$ cat config.mk
export PLATFORM = sky130hd
export DESIGN_NAME = inst_rom_loader_flat
export DESIGN_NICKNAME = d
export VERILOG_FILES = /design/src/rtl/inst_rom_loader_if.sv /design/src/rtl/inst_rom_loader.sv /design/src/flat_wrapper.sv
export SDC_FILE = /design/constraint.sdc
export NUM_CORES = 1
export LEC_CHECK = 0
export BUFFER_PORTS_ARGS = -buffer_cell sky130_fd_sc_hd__buf_2
export CORE_ASPECT_RATIO = 0.75
export CORE_MARGIN = 2
export CORE_UTILIZATION = 45
export DETAILED_ROUTE_END_ITERATION = 10
export MAX_ROUTING_LAYER = met4
export PLACE_DENSITY_LB_ADDON = 0.12
export SLEW_MARGIN = 20
export SYNTH_ARGS = -nofsm -noshare
export SYNTH_HDL_FRONTEND = slang
export SYNTH_SLANG_ARGS = --single-unit
$ cat constraint.sdc
create_clock -name i_Clk -period 3.7 [get_ports i_Clk]
set_input_delay 0.74 -clock i_Clk [delete_from_list [all_inputs] [get_ports i_Clk]]
set_output_delay 0.74 -clock i_Clk [all_outputs]
set_load 0.03 [all_outputs]
$ cat src/rtl/inst_rom_loader_if.sv
// Byte-stream / ROM-write bundle between the boot loader and its surroundings.
// master: the byte source plus ROM/CPU side; slave: the loader itself.
interface inst_rom_loader_if;
    logic        load_start;
    logic        rx_valid;
    logic [7:0]  rx_data;
    logic        we;
    logic [31:0] w_addr;
    logic [31:0] w_data;
    logic        cpu_hold;
    logic        busy;
    logic        done;
    logic        err;

    modport master (
        output load_start, rx_valid, rx_data,
        input  we, w_addr, w_data, cpu_hold, busy, done, err
    );

    modport slave (
        input  load_start, rx_valid, rx_data,
        output we, w_addr, w_data, cpu_hold, busy, done, err
    );
endinterface

$ cat src/rtl/inst_rom_loader.sv
// Boot loader for the instruction ROM: a 4-byte little-endian word count followed by
// that many little-endian words, each written to the ROM at consecutive word addresses.
// The CPU is held in reset while a load runs or after a failed one.
module inst_rom_loader #(
    parameter int unsigned ROM_NUM     = 1024,
    parameter logic [31:0] BASE_ADDR   = 32'h0000_0000,
    parameter int unsigned TIMEOUT_CYC = 1000000
) (
    input logic              i_Clk,
    input logic              i_reset,
    inst_rom_loader_if.slave bus
);

    localparam logic [2:0] S_IDLE = 3'd0;
    localparam logic [2:0] S_LEN  = 3'd1;
    localparam logic [2:0] S_DATA = 3'd2;
    localparam logic [2:0] S_DONE = 3'd3;
    localparam logic [2:0] S_ERR  = 3'd4;

    localparam logic [31:0] ROM_NUM_W = 32'(ROM_NUM);
    localparam logic [31:0] TMO_W     = 32'(TIMEOUT_CYC);

    logic [2:0]  state_q,    state_d;
    logic [1:0]  byte_cnt_q, byte_cnt_d;
    logic [23:0] word_q,     word_d;      // low three bytes of the word being assembled
    logic [31:0] rem_q,      rem_d;       // words still to be written in this load
    logic [31:0] addr_q,     addr_d;      // address of the next word to write
    logic [31:0] tmo_q,      tmo_d;
    logic        we_q,       we_d;
    logic [31:0] w_addr_q,   w_addr_d;
    logic [31:0] w_data_q,   w_data_d;
    logic        hold_q,     hold_d;
    logic        busy_q,     busy_d;
    logic        done_q,     done_d;
    logic        err_q,      err_d;
    logic [31:0] full_s;                  // complete word when the 4th byte is on the bus

    assign full_s = {bus.rx_data, word_q};

    // Next-state logic: byte assembly, length check, word writes and the inter-byte timeout.
    always_comb begin
        state_d    = state_q;
        byte_cnt_d = byte_cnt_q;
        word_d     = word_q;
        rem_d      = rem_q;
        addr_d     = addr_q;
        tmo_d      = tmo_q;
        we_d       = 1'b0;
        w_addr_d   = w_addr_q;
        w_data_d   = w_data_q;

        case (state_q)
            S_IDLE, S_ERR: begin
                // A strobe coinciding with the start pulse is deliberately dropped.
                if (bus.load_start) begin
                    state_d    = S_LEN;
                    byte_cnt_d = 2'd0;
                    word_d     = 24'h00_0000;
                    rem_d      = 32'd0;
                    addr_d     = BASE_ADDR;
                    tmo_d      = 32'd0;
                end else begin
                    state_d = state_q;
                end
            end
            S_LEN, S_DATA: begin
                if ((state_q == S_DATA) && (rem_q == 32'd0)) begin
                    // Final write is on the bus this cycle; any byte arriving now is ignored.
                    state_d = S_DONE;
                end else if (bus.rx_valid) begin
                    tmo_d = 32'd0;
                    if (byte_cnt_q == 2'd3) begin
                        byte_cnt_d = 2'd0;
                        if (state_q == S_LEN) begin
                            if ((full_s == 32'd0) || (full_s > ROM_NUM_W)) begin
                                state_d = S_ERR;
                            end else begin
                                state_d = S_DATA;
                                rem_d   = full_s;
                            end
                        end else begin
                            we_d     = 1'b1;
                            w_addr_d = addr_q;
                            w_data_d = full_s;
                            addr_d   = addr_q + 32'd4;
                            rem_d    = rem_q - 32'd1;
                        end
                    end else begin
                        byte_cnt_d = byte_cnt_q + 2'd1;
                        case (byte_cnt_q)
                            2'd0:    word_d[7:0]   = bus.rx_data;
                            2'd1:    word_d[15:8]  = bus.rx_data;
                            2'd2:    word_d[23:16] = bus.rx_data;
                            default: word_d        = word_q;
                        endcase
                    end
                end else if ((tmo_q + 32'd1) == TMO_W) begin
                    // Any partially assembled word is abandoned.
                    state_d    = S_ERR;
                    byte_cnt_d = 2'd0;
                    tmo_d      = 32'd0;
                end else begin
                    tmo_d = tmo_q + 32'd1;
                end
            end
            S_DONE: begin
                state_d = S_IDLE;
            end
            default: begin
                state_d = S_IDLE;
            end
        endcase

        // Status outputs are registered decodes of the state being entered.
        hold_d = (state_d == S_LEN) || (state_d == S_DATA) || (state_d == S_ERR);
        busy_d = (state_d == S_LEN) || (state_d == S_DATA);
        done_d = (state_d == S_DONE);
        err_d  = (state_d == S_ERR);
    end

    // State and output registers with synchronous reset.
    always_ff @(posedge i_Clk) begin
        if (i_reset) begin
            state_q    <= S_IDLE;
            byte_cnt_q <= 2'd0;
            word_q     <= 24'h00_0000;
            rem_q      <= 32'd0;
            addr_q     <= 32'd0;
            tmo_q      <= 32'd0;
            we_q       <= 1'b0;
            w_addr_q   <= 32'd0;
            w_data_q   <= 32'd0;
            hold_q     <= 1'b0;
            busy_q     <= 1'b0;
            done_q     <= 1'b0;
            err_q      <= 1'b0;
        end else begin
            state_q    <= state_d;
            byte_cnt_q <= byte_cnt_d;
            word_q     <= word_d;
            rem_q      <= rem_d;
            addr_q     <= addr_d;
            tmo_q      <= tmo_d;
            we_q       <= we_d;
            w_addr_q   <= w_addr_d;
            w_data_q   <= w_data_d;
            hold_q     <= hold_d;
            busy_q     <= busy_d;
            done_q     <= done_d;
            err_q      <= err_d;
        end
    end

    assign bus.we       = we_q;
    assign bus.w_addr   = w_addr_q;
    assign bus.w_data   = w_data_q;
    assign bus.cpu_hold = hold_q;
    assign bus.busy     = busy_q;
    assign bus.done     = done_q;
    assign bus.err      = err_q;

endmodule

$ cat src/flat_wrapper.sv
// flat-port wrapper written by rule: the top's interface ports become plain ports
module inst_rom_loader_flat 
#(
    parameter int unsigned ROM_NUM     = 1024,
    parameter logic [31:0] BASE_ADDR   = 32'h0000_0000,
    parameter int unsigned TIMEOUT_CYC = 1000000
)
  (i_Clk, i_reset, bus_load_start, bus_rx_valid, bus_rx_data, bus_we, bus_w_addr, bus_w_data, bus_cpu_hold, bus_busy, bus_done, bus_err);
  inst_rom_loader_if bus_i ();
  input logic i_Clk;
  input logic i_reset;
  input wire logic [$bits(bus_i.load_start)-1:0] bus_load_start;
  input wire logic [$bits(bus_i.rx_valid)-1:0] bus_rx_valid;
  input wire logic [$bits(bus_i.rx_data)-1:0] bus_rx_data;
  output wire logic [$bits(bus_i.we)-1:0] bus_we;
  output wire logic [$bits(bus_i.w_addr)-1:0] bus_w_addr;
  output wire logic [$bits(bus_i.w_data)-1:0] bus_w_data;
  output wire logic [$bits(bus_i.cpu_hold)-1:0] bus_cpu_hold;
  output wire logic [$bits(bus_i.busy)-1:0] bus_busy;
  output wire logic [$bits(bus_i.done)-1:0] bus_done;
  output wire logic [$bits(bus_i.err)-1:0] bus_err;
  assign bus_i.load_start = bus_load_start;
  assign bus_i.rx_valid = bus_rx_valid;
  assign bus_i.rx_data = bus_rx_data;
  assign bus_we = bus_i.we;
  assign bus_w_addr = bus_i.w_addr;
  assign bus_w_data = bus_i.w_data;
  assign bus_cpu_hold = bus_i.cpu_hold;
  assign bus_busy = bus_i.busy;
  assign bus_done = bus_i.done;
  assign bus_err = bus_i.err;
  inst_rom_loader #(.ROM_NUM(ROM_NUM), .BASE_ADDR(BASE_ADDR), .TIMEOUT_CYC(TIMEOUT_CYC)) u_core (.i_Clk(i_Clk), .i_reset(i_reset), .bus(bus_i));
endmodule
; ---- After elaboration in Yosys (flattened, before gate mapping)
; Index checks and enable logic that the tools add are counted.
[totals]
regBits = 194
inputBits = 12
out_inout_bits = 69
word_cells = 106
[op_classes]
n_addsub = 4
order_cmp = 1
eq_ne = 22
muxes = 39
n_bitwise = 5
n_reduce_logical = 20
[op_table]
columns = operator, count
row1 = $mux 32, 13
row2 = $pmux 32 s2, 3
row3 = $mux 24, 4
row4 = $logic_not 32->1, 2
row5 = $pmux 24 s2, 1
row6 = $add 32x1->32 const B, 1
row7 = $add 32x3->32 const B, 1
row8 = $eq 32x20->1 const B, 1
row9 = $gt 32x11->1 const B, 1
row10 = $sub 32x1->32 const B, 1
row11 = $reduce_and 6->1, 5
row12 = $mux 8, 3
row13 = $mux 3, 7
row14 = $ne 2x2->1 const B, 8
row15 = $mux 2, 5
row16 = $eq 3x2->1 const B, 3
row17 = $eq 3x1->1 const B, 2
row18 = $eq 3x3->1 const B, 2
row19 = $pmux 3 s2, 1
row20 = $not 1->1, 5
row21 = $reduce_and 5->1, 1
row22 = $reduce_or 5->1, 1
row23 = $eq 2x2->1 const B, 2
row24 = $pmux 2 s2, 1
row25 = 14 further kinds, 17

; ---- Logic depth before layout (Yosys ltp)
[logic_depth]
ltp_word = 11
mapped_depth = 12

; ---- Worst setup path after synthesis
; OpenSTA, ideal clock, no wires.
[synth_path]
kind = register to register
start = register u_core.tmo_q[0]
end = register u_core.hold_q (netlist: u_core.bus.cpu_hold)
setup_ns = 0.120
t_arrival_ns = 2.843
required_ns = 3.580
setup_slack_ns = 0.737
stages_incl_launch_ff = 11
n_path_buf = 1
synth_period_minus_slack_ns = 2.963
cell_sequence = dfxtp_1 ha_1 nand4_1 or3_1 buf_2 nor4_1 xor2_1 a2111oi_2 nand4_2 o31a_1 or2_1
[synth_via]
elab_chain_cells = 9
[synth_lines]
columns = element, line_no
row1 = from (decl), inst_rom_loader.sv:28  ; logic [31:0] tmo_q, tmo_d;
row2 = from (signal assigned), inst_rom_loader.sv:143  ; tmo_q <= tmo_d;
row3 = $add 32x1->32 *, inst_rom_loader.sv:97  ; end else if ((tmo_q + 32'd1) == TMO_W) begin
row4 = $eq 32x20->1 *, inst_rom_loader.sv:97
row5 = $mux 3 *, inst_rom_loader.sv:97
row6 = $mux 3 *, inst_rom_loader.sv:70  ; end else if (bus.rx_valid) begin
row7 = $mux 3 *, inst_rom_loader.sv:67  ; if ((state_q == S_DATA) && (rem_q == 32'd0)) begin
row8 = $pmux 3 s2 *, inst_rom_loader.sv:52  ; case (state_q)
row9 = $eq 3x1->1 / $eq 3x2->1 (equally long branches), inst_rom_loader.sv:115  ; hold_d = (state_d == S_LEN) || (state_d == S_DATA) || (state_d == S_ERR);
row10 = $logic_or 1x1->1, inst_rom_loader.sv:115
row11 = $logic_or 1x1->1 *, inst_rom_loader.sv:115
row12 = to (signal assigned), inst_rom_loader.sv:147  ; hold_q <= hold_d;
row13 = to (decl), inst_rom_loader.sv:32  ; logic hold_q, hold_d;
; Every way passes the cells marked *; elsewhere a longest branch is shown, timed or not.
; A chain may end at the register's enable or synchronous reset.

; ---- Worst setup path after layout
[layout_path]
start = register u_core.tmo_q[0]
end = register u_core.tmo_q[1]
[layout_via]
elab_chain_cells = 6
[layout_lines]
columns = element, line_no
row1 = $add 32x1->32 *, "inst_rom_loader.sv:97, inst_rom_loader.sv:103"
row2 = $eq 32x20->1, inst_rom_loader.sv:97
row3 = $mux 32 *, inst_rom_loader.sv:97
row4 = $mux 32 *, inst_rom_loader.sv:70
row5 = $mux 32 *, inst_rom_loader.sv:67
row6 = $pmux 32 s2 *, inst_rom_loader.sv:52
; Every way passes the cells marked *; elsewhere a longest branch is shown, timed or not. The select of a mux whose other input is x is not followed.

==> flow_summary_export.csv <==
group,metric,value,unit
outcome,status,"finished, final reports clean",
detailed_routing,drt-initial-drc-count,538,
layout,drive_gt1_frac,0.132,
pwr,pwr-share-clk,0.419,
place,portBuffers,78,
place,gp_congestion,0.871,
die,rows,44,
detailed_routing,wl_per_cell,15.6,um
yosys,async_reset_ff_frac,0,
detailed_routing,drtAntennaViolNets,0,
die,start_util,0.460,
pwr,comb_power_share,0.105,
die,die_w,167,um
die,ios,81,
yosys,yosys_warnings,0,
critical_path,end_kind,"flop",
detailed_routing,drc,0,
critical_path,rrSetupSlack,430,ps
critical_path,crit_arrival,3570,ps
clocking,clkLatencyLatePin,430,ps
pwr,ir_drop,0.246,mV
yosys,netlist_instances,1116,
clocking,postCtsHoldBufs,0,
clocking,cts_root_buf,"clkbuf_16",
layout,nets,1190,
global_routing,antenna_found_initial,0,
critical_path,cp_slowest_cell,"nor4_1",
critical_path,crit_start,"u_core.tmo_q[0]",
yosys,yosysSeqAreaShare,0.427,
pwr,switching_share,0.279,
global_routing,grt_start_max_net_pins,66,
die,dieArea,0.0210,mm2
pwr,power_switching,1.24,mW
clocking,cts_buffers,17,
layout,utilization,0.522,
die,core_region_area,0.0194,mm2
pwr,p_seq_frac,0.476,
timing,maxSlewHeadroom,0.265,
timing,rsz0062_at_grt,"no",
pwr,p_per_area,437,mW/mm2
critical_path,startpoint_type,"flop",
hold_path,hold_path_end,"u_core.bus.w_addr[18]",
global_routing,grt_overflow,0,
clocking,post_cts_resized,0,
yosys,synth_ff_type,"dfxtp_1",
die,die_h,126,um
yosys,avgSynthCellArea,7.99,um2
layout,synthToLayoutAreaGrowth,13.5,%
timing,setup-tns-final,0,ps
detailed_routing,wirelength,22400,um
yosys,netlist_area,0.00892,mm2
timing,finalMaxSlewViolations,0,
pwr,power_leakage,3.76,nW
timing,finalHoldViolations,0,
timing,fin_crit_sh,0.884,
yosys,ys_types,65,
timing,fmax,0.306,GHz
timing,finClkSkew,14.5,ps
clocking,cts_tree,"done",
clocking,cts_buffer_depth,2,
clocking,cts_setup_buffers,0,
critical_path,path_class,"flop to flop",
yosys,synth_seq_cells,190,
global_routing,grt_util_all_layers,0.221,
timing,worst_pin_slew,1100,ps
critical_path,rr_worst_depth,9,
layout,n_antenna_cell,0,
pwr,p_int,3.19,mW
hold_path,hp-class,"flop to flop",
critical_path,cp_slowest_stage_delay,480,ps
global_routing,first_global_vias,7201,
detailed_routing,post_drt_via_cell_ratio,5.49,
hold_path,min-delay-start,"u_core.bus.w_addr[18]",
clocking,path_clk_slew,80,ps
detailed_routing,vias,7885,
critical_path,worstPathRequired,4000,ps
critical_path,path_cells,"ha_1 > nand4_1 > or3_1 > nor4_1 > xor2_1 > a2111oi_2 > nand4_2 > a21oi_2 > nor3_1",
hold_path,holdPathStages,2,
detailed_routing,dr.pass1.iters,6,
critical_path,timing.rr.start,"u_core.tmo_q[0]",
place,place_hpwl,15500,um
run,maxCapViolations,0,
global_routing,grt_pass1_wl,37200,um
clocking,numClockSinks,190,
timing,period_needed,3270,ps
critical_path,reg2reg_to,"u_core.tmo_q[1]",
yosys,synth_edf_count,0,
clocking,htree_levels,4,
critical_path,path_max_fanout,10,
timing,finalSetupViolations,0,
synth_stat cells, drive strengths merged, types with 2 or more instances:
master | count | share of area
dfxtp | 190 | 0.43
nand2 | 189 | 0.082
nor2 | 154 | 0.065
a21oi | 112 | 0.063
nor3 | 47 | 0.027
o21ai | 38 | 0.021
xnor2 | 38 | 0.037
clkbuf | 34 | 0.014
xor2 | 32 | 0.031
nand4 | 30 | 0.022
buf | 29 | 0.019
mux2i | 25 | 0.028
nand3 | 23 | 0.014
nor4 | 20 | 0.019
or3 | 17 | 0.012
nor2b | 14 | 0.0098
a22oi | 11 | 0.0093
and2 | 11 | 0.0077
inv | 11 | 0.0046
and3 | 10 | 0.0070
and4 | 9 | 0.0088
ha | 7 | 0.0098
or4 | 7 | 0.0063
a211oi | 6 | 0.0062
o31ai | 6 | 0.0051
a21o | 4 | 0.0034
a221oi | 4 | 0.0039
o21a | 4 | 0.0034
or2 | 4 | 0.0028
nand2b | 3 | 0.0021
o22ai | 3 | 0.0021
a2111oi | 2 | 0.0027
a22o | 2 | 0.0020
a31oi | 2 | 0.0014
a32oi | 2 | 0.0020
a41oi | 2 | 0.0020
o31a | 2 | 0.0020
o32a | 2 | 0.0022
how the worst max path moves through the flow:
stage	to	slack (ps)	cells after the start
floorplan	u_core.bus.cpu_hold	740	10
global placement	u_core.addr_q[3]	570	9
detailed placement	u_core.tmo_q[1]	440	9
CTS	u_core.tmo_q[1]	450	9
global route	u_core.tmo_q[1]	200	9
finish	u_core.tmo_q[1]	430	9
cells in the final DEF (no fill, tap or decap), types with 11 or more instances in the layout:
| cell type | synthesis | final |
|---|---|---|
| a21oi_1 | 111 | 111 |
| nor3_1 | 46 | 45 |
| a22oi_1 | 11 | 11 |
| dfxtp_1 | 190 | 190 |
| nor4_1 | 16 | 16 |
| xnor2_1 | 38 | 38 |
| nor2b_1 | 14 | 14 |
| or3_1 | 17 | 17 |
| nand2_1 | 186 | 186 |
| xor2_1 | 32 | 32 |
| o21ai_0 | 36 | 36 |
| clkbuf_16 | 0 | 17 |
| nand4_1 | 28 | 28 |
| nand3_1 | 21 | 20 |
| nor2_1 | 154 | 152 |
| buf_4 | 6 | 19 |
| mux2i_1 | 25 | 25 |
| buf_2 | 20 | 77 |
per-layer routing:
metal | up-vias | routed length [um] | track usage
li1 | 3966 | - | -
met4 | 0 | 174 | 0.0512
met2 | 217 | 9280 | 0.311
met3 | 16 | 1150 | 0.0355
met5 | - | 0 | -
met1 | 3686 | 11800 | 0.331
critical path, delay by kind of cell (launching register included):
family          cells  cell delay [ps]
fa+ha+maj           1              290
simple gates        5             1440
flops               1              440
compound gates      2              840
xor+xnor            1              140
layout make-up:
type | count | area, um2
fillers | 1883 | 9260
multi-input cells | 853 | 4800
flip-flops and latches | 190 | 3800
repair buffers | 98 | 568
clock buffers | 17 | 425
well taps | 253 | 317
clock inverters | 14 | 171
inverters | 11 | 41.3
power groups by stage:
stage	registers [mW]	clock network [mW]	logic, mW
after global routing	2.11	1.99	0.514
after floorplan	2.15	0	0.330
after detailed placement	2.15	0	0.459
after global placement	2.15	0	0.457
final	2.11	1.85	0.464
after CTS	2.10	1.90	0.461
state kept, by name, summed over array words and instances (netlist names):
register / flops
u_core.bus.busy: 1
u_core.addr_q: 30
u_core.state_q: 3
u_core.word_q: 24
u_core.bus.done: 1
u_core.rem_q: 32
u_core.bus.we: 1
u_core.bus.cpu_hold: 1
u_core.byte_cnt_q: 2
u_core.bus.err: 1
u_core.bus.w_data: 32
u_core.tmo_q: 32
u_core.bus.w_addr: 30
logic make-up after synthesis:
family	after synthesis	share of synthesized area
buf+inv	74	0.0382
mux	25	0.0281
flops	190	0.427
other cells	1	0.000421
compound gates	208	0.138
fa+ha+maj	7	0.00982
simple gates	541	0.290
xor+xnor	70	0.0688
metrics by stage:
| stage | setup slack, ps | power, mW | cell area, um2 | hold slack (ps) | cells |
|---|---|---|---|---|---|
| after floorplan | 737 | 2.48 | 8920 | 444 | 1117 |
| after global placement | 574 | 2.61 | 9530 | 440 | 1405 |
| after detailed placement | 445 | 2.61 | 9530 | 443 | 1405 |
| after CTS | 446 | 4.47 | 10100 | 454 | 1436 |
| after global routing | 199 | 4.61 | 10100 | 472 | 1436 |
| final | 431 | 4.42 | 10100 | 452 | 1436 |
No activity file was read; power rests on OpenSTA's default activity.
